`src/rtl/issue_hazard_ctrl_pkg.sv`:
```
// Shared types and widths for the issue/hazard control slice.
package issue_hazard_ctrl_pkg;

    localparam int cXLEN       = 32;
    localparam int cREG_ADDR_W = 5;

    typedef enum logic [1:0] {
        RUN     = 2'd0,
        BR_WAIT = 2'd1,
        FLUSH   = 2'd2
    } tCtrlState;

endpackage

```
`src/rtl/issue_hazard_ctrl_reg_scoreboard.sv`:
```
// Pending-write scoreboard: one busy bit per register, with a same-cycle writeback bypass on the lookups.
module reg_scoreboard #(
    parameter int REG_NUM = 32,
    parameter int ADDR_W  = 5
) (
    input  logic               clk,
    input  logic               rst,
    input  logic               set_en,
    input  logic [ADDR_W-1:0]  set_addr,
    input  logic               clr_en,
    input  logic [ADDR_W-1:0]  clr_addr,
    input  logic [ADDR_W-1:0]  rs1_addr,
    input  logic [ADDR_W-1:0]  rs2_addr,
    input  logic [ADDR_W-1:0]  rd_addr,
    output logic [REG_NUM-1:0] busy_mask,
    output logic               busy_rs1,
    output logic               busy_rs2,
    output logic               busy_rd
);

    logic [REG_NUM-1:0] busy;
    logic [REG_NUM-1:0] busy_eff;
    logic [REG_NUM-1:0] busy_nxt;

    // A retiring write this cycle already frees its register for lookup.
    always_comb begin
        busy_eff = busy;
        if (clr_en) busy_eff[clr_addr] = 1'b0;
        busy_eff[0] = 1'b0;
    end

    // Set is applied after clear so a colliding new writer keeps the register busy.
    always_comb begin
        busy_nxt = busy;
        if (clr_en) busy_nxt[clr_addr] = 1'b0;
        if (set_en && (set_addr != '0)) busy_nxt[set_addr] = 1'b1;
        busy_nxt[0] = 1'b0;
    end

    always_ff @(posedge clk) begin
        if (rst) busy <= '0;
        else     busy <= busy_nxt;
    end

    assign busy_mask = busy;
    assign busy_rs1  = busy_eff[rs1_addr];
    assign busy_rs2  = busy_eff[rs2_addr];
    assign busy_rd   = busy_eff[rd_addr];

endmodule

```
`src/rtl/issue_hazard_ctrl.sv`:
```
// Issue sequencer between decoder and execute: RAW/WAW stalls, branch hold, and decoder flush on taken branches.
module issue_hazard_ctrl
    import issue_hazard_ctrl_pkg::*;
#(
    parameter int REG_NUM     = cXLEN,
    parameter int ADDR_W      = cREG_ADDR_W,
    parameter int DEC_LATENCY = 2
) (
    input  logic               clk,
    input  logic               rst,
    input  logic               dec_valid,
    input  logic [ADDR_W-1:0]  dec_rs1_addr,
    input  logic [ADDR_W-1:0]  dec_rs2_addr,
    input  logic [ADDR_W-1:0]  dec_rd_addr,
    input  logic               dec_use_rs1,
    input  logic               dec_use_rs2,
    input  logic               dec_write_rd,
    input  logic               dec_is_branch,
    input  logic               ex_ready,
    input  logic               wb_valid,
    input  logic [ADDR_W-1:0]  wb_rd_addr,
    input  logic               br_resolved,
    input  logic               br_taken,
    output logic               issue_valid,
    output logic               dec_stall,
    output logic               flush_pipe,
    output logic [REG_NUM-1:0] busy_mask,
    output logic [1:0]         ctrl_state
);

    localparam int CNT_W = $clog2(DEC_LATENCY + 1);
    localparam logic [CNT_W-1:0] FLUSH_LOAD = CNT_W'(DEC_LATENCY - 1);

    tCtrlState        state;
    logic [CNT_W-1:0] flush_cnt;
    logic             busy_rs1;
    logic             busy_rs2;
    logic             busy_rd;
    logic             hazard;

    reg_scoreboard #(
        .REG_NUM (REG_NUM),
        .ADDR_W  (ADDR_W)
    ) u_scoreboard (
        .clk       (clk),
        .rst       (rst),
        .set_en    (issue_valid & dec_write_rd),
        .set_addr  (dec_rd_addr),
        .clr_en    (wb_valid),
        .clr_addr  (wb_rd_addr),
        .rs1_addr  (dec_rs1_addr),
        .rs2_addr  (dec_rs2_addr),
        .rd_addr   (dec_rd_addr),
        .busy_mask (busy_mask),
        .busy_rs1  (busy_rs1),
        .busy_rs2  (busy_rs2),
        .busy_rd   (busy_rd)
    );

    assign hazard = (dec_use_rs1 & busy_rs1) | (dec_use_rs2 & busy_rs2) | (dec_write_rd & busy_rd);

    // Handshake: an instruction transfers when issue_valid is high; dec_stall tells the decoder to hold it.
    always_comb begin
        issue_valid = 1'b0;
        dec_stall   = 1'b0;
        if (!rst) begin
            case (state)
                RUN: begin
                    issue_valid = dec_valid & ex_ready & ~hazard;
                    dec_stall   = dec_valid & ~(ex_ready & ~hazard);
                end
                BR_WAIT: dec_stall = dec_valid;
                default: ;
            endcase
        end
    end

    // Counter is loaded with DEC_LATENCY-1 and exit happens on the zero cycle, giving DEC_LATENCY flush cycles.
    always_ff @(posedge clk) begin
        if (rst) begin
            state      <= RUN;
            flush_cnt  <= '0;
            flush_pipe <= 1'b0;
        end else begin
            case (state)
                RUN: begin
                    if (issue_valid && dec_is_branch) state <= BR_WAIT;
                end
                BR_WAIT: begin
                    if (br_resolved) begin
                        if (br_taken) begin
                            state      <= FLUSH;
                            flush_cnt  <= FLUSH_LOAD;
                            flush_pipe <= 1'b1;
                        end else begin
                            state <= RUN;
                        end
                    end
                end
                FLUSH: begin
                    if (flush_cnt == '0) begin
                        state      <= RUN;
                        flush_pipe <= 1'b0;
                    end else begin
                        flush_cnt <= flush_cnt - 1'b1;
                    end
                end
                default: begin
                    state      <= RUN;
                    flush_pipe <= 1'b0;
                end
            endcase
        end
    end

    assign ctrl_state = state;

endmodule

```
`config.mk`:
```
export PLATFORM = sky130hd
export DESIGN_NAME = issue_hazard_ctrl
export DESIGN_NICKNAME = d
export VERILOG_FILES = /design/src/rtl/issue_hazard_ctrl_pkg.sv /design/src/rtl/issue_hazard_ctrl_reg_scoreboard.sv /design/src/rtl/issue_hazard_ctrl.sv
export SDC_FILE = /design/constraint.sdc
export NUM_CORES = 1
export LEC_CHECK = 0
export BUFFER_PORTS_ARGS = -buffer_cell sky130_fd_sc_hd__buf_2
export CORE_UTILIZATION = 40
export CTS_BUF_LIST = sky130_fd_sc_hd__clkbuf_8
export DETAILED_ROUTE_END_ITERATION = 7
export PLACE_DENSITY = 0.66
export SLEW_MARGIN = 5
export SYNTH_ARGS = -nofsm -noshare
export SYNTH_HDL_FRONTEND = slang
export SYNTH_HIERARCHICAL = 1
export SYNTH_SLANG_ARGS = --single-unit
```
`constraint.sdc`:
```
create_clock -name clk -period 3.1 [get_ports clk]
set_input_delay 0.465 -clock clk [delete_from_list [all_inputs] [get_ports clk]]
set_output_delay 0.465 -clock clk [all_outputs]
set_load 0.02 [all_outputs]
```
==> impl_metrics.toml <==
[floorplan]
initial_utilization = 0.421
fp.dieH_microns = 87.5
die_w_microns = 87.5
placementRows = 30
die_area_sq_mm = 0.00766
core_sq_mm = 0.00694
io_pins = 68

[placed_design]
dp_hpwl_mm = 8.29
gp_congestion = 0.991
pre_cts_slack_ps = -294
port_buffers = 66

[power]
p_seq_frac = 0.435
switchingPower_mw = 0.322
clockPowerShare = 0.330
p_leak_nw = 1.60
pwr_density_cell_mw_per_mm2 = 273
ir_drop_v = 0.000255
p_int_mw = 0.747
combPwrFrac = 0.235
switching_share = 0.301

[timing]
slew_headroom = 0.509
rsz0062_at_grt = "true"
drv_slew = 0
fin_hold_ws_ps = 405
post-route-period-util = 1.02
hold_violations = 0
finalSetupViolCount = 2
tns_ps = -57.8
period_minus_slack_ps = 3150
layout_setup_ws_ps = -51.2
skew_ps = 9.56
max_freq_ghz = 0.317
tightestPinTransition_ps = 718

[worst_setup_path]
criticalPathCategory = "input port to output port"
cp-end-kind = "output port"
reg2reg_from = "u_scoreboard/busy_mask[21]$_SDFF_PP0_"
critical_path.cell_chain = "clkbuf_4, xnor2_1, buf_4, and2_1, a2111oi_0, a2111oi_2, a32oi_1, a22oi_2, nor4b_4, buf_4, buf_6"
cp_max_fo = 8
startpoint_type = "input port"
critPathMaxStageDelay_ps = 690
crit_arrival_ps = 2690
cp_slowest_cell = "a2111oi_0"
worst_ep_required_time_ps = 2630
startpoint = "wb_rd_addr[0]"
crit_top_cell = "buf_4"

[drt]
ant_nets = 0
drtPass1Iterations = 5
drcViolationCount = 0
drtIter0Drc = 487
drt_wl_total_mm = 11.1
viasPerCell = 6.06
avgRoutedWirePerCell_microns = 18.9
dr_total_vias = 3552

[clocking]
postCtsHoldBufs = 0
cts_buffer_depth = 2
cts_buffers = 5
clk_pin_slew_worst_paths_ps = 80
cts_tree = "yes"
htreeDepth = 2
root_buffer = "clkbuf_8"
cts_sinks = 36
clkLatencyLatePin_ps = 290

[global_routing]
grt_overflow = 0
grt_pass1_wl_mm = 16.7
grt_use_total = 0.286
antenna_found_initial = 0
grt_pass1_vias = 3160
grt_start_max_net_pins = 39

[synthesis]
async_flop_share = 0
ys_types = 65
synth_top_area_frac = 0.246
synth.area.top_cells = "dfxtp_1 25%, mux2i_1 9.2%, a21oi_1 7.4%"
yosys.area_share.simple = 0.266
ys.flop_type = "dfxtp_1"
postSynthCellCount = 379
synth_top_family_by_area = "simple AND/OR/NAND/NOR gates"
synth_fp_nets = 411
synth_edf_count = 0
syn_area_sq_mm = 0.00293
yosys_warnings = 6
ys_top_cells_by_count = "48 x nand2_1, 43 x a21oi_1, 36 x dfxtp_1"
synth_top_area_cell = "dfxtp_1"
synth_fa_ha_area_frac = 0.00428
yosysMostFrequentCell = "nand2_1"
ys_ff_latch = 36
ys_seq_area_frac = 0.246
synth_compound_area_frac = 0.264
syn_area_per_cell_sq_um = 7.72
muxShareOfSynthArea = 0.135
synth_xor_area_frac = 0.0235

[layout]
drive_gt1_frac = 0.355
diodes = 0
fin_nets = 521
area_growth_pct = 34.0

[worst_hold_path]
min_from = "dec_is_branch"
min_path_type = "input port to flip-flop"

[run]
maxCapViolCount = 0

[status]
violations = "negative setup slack"
status = "complete, but fails checks"
-- sequential cells by signal, summed over array words and instances, names as in the netlist --
| signal | count |
|---|---|
| flush_pipe | 1 |
| flush_cnt | 2 |
| ctrl_state | 2 |
| u_scoreboard/busy_mask | 31 |
-- power groups by stage --
stage               Combinational (mW)  Sequential [mW]  Clock (mW)
floorplan                        0.132            0.476           0
global placement                 0.232            0.475           0
detailed placement               0.232            0.475           0
CTS                              0.236            0.464       0.365
global route                     0.266            0.465       0.387
finish                           0.252            0.465       0.353
-- worst max-delay path, delay by kind of cell --
kind / cells / cell delay, ps
AND/OR/NAND/NOR: 2 / 330
AO/OA/AOI/OAI: 4 / 1150
XOR/XNOR: 1 / 150
buffers and inverters: 4 / 580
-- path summary, 6_finish.rpt --
kind,endpoint,slack (ps),cells after the start
setup / recovery,issue_valid,-50,11
hold / removal,ctrl_state[0]$_SDFFE_PP0P_,410,2
setup reg to reg,u_scoreboard/busy_mask[3]$_SDFF_PP0_,400,13
hold reg to reg,flush_cnt[0]$_SDFFE_PP0P_,480,1
-- cell families after synthesis --
logic type | count (synthesis)
AO/OA/AOI/OAI | 122
XOR/XNOR | 7
adder cells (fa/ha/maj) | 1
buffers and inverters | 36
flip-flops | 36
multiplexers | 37
other | 1
AND/OR/NAND/NOR | 139
-- placed cells by master, fill, tap and decap left out, types with 7 or more instances in the layout --
cell type	n
nand2_1	47
a21oi_1	42
nor3_1	16
mux2i_1	27
inv_1	9
mux2_2	9
dfxtp_1	36
nor2_1	15
buf_4	64
o21ai_0	24
buf_2	60
nor3b_1	7
-- final cells by class --
class,count,area [sq um]
well taps,96,120
multi-input cells,307,2110
flip-flops and latches,36,721
clock inverters,2,15.0
fillers,656,3030
repair buffers,130,841
inverters,9,33.8
clock buffers,6,82.6
-- per-layer routing --
layer,GRT usage,part of all wire,up-vias
li1,-,-,1643
met1,0.400,0.43,1648
met2,0.443,0.44,230
met3,0.0531,0.10,31
met4,0.0939,0.020,0
met5,0,0,-
-- repair_timing --
action,CTS,global route
setup buffers,1,1
pin swaps,4,7
resized for setup,6,25
setup endpoints to repair,3,32
-- metrics by stage --
stage / power [mW] / utilization / area, sq um / instances
4_1_cts: 1.06 / 0.553 / 3840 / 585
2_1_floorplan: 0.608 / - / 2960 / 379
6_report: 1.07 / 0.564 / 3920 / 586
3_5_place_dp: 0.707 / 0.535 / 3720 / 576
5_1_grt: 1.12 / 0.564 / 3920 / 586
3_3_place_gp: 0.707 / 0.535 / 3720 / 576
Power figures use the tool's default switching activity.
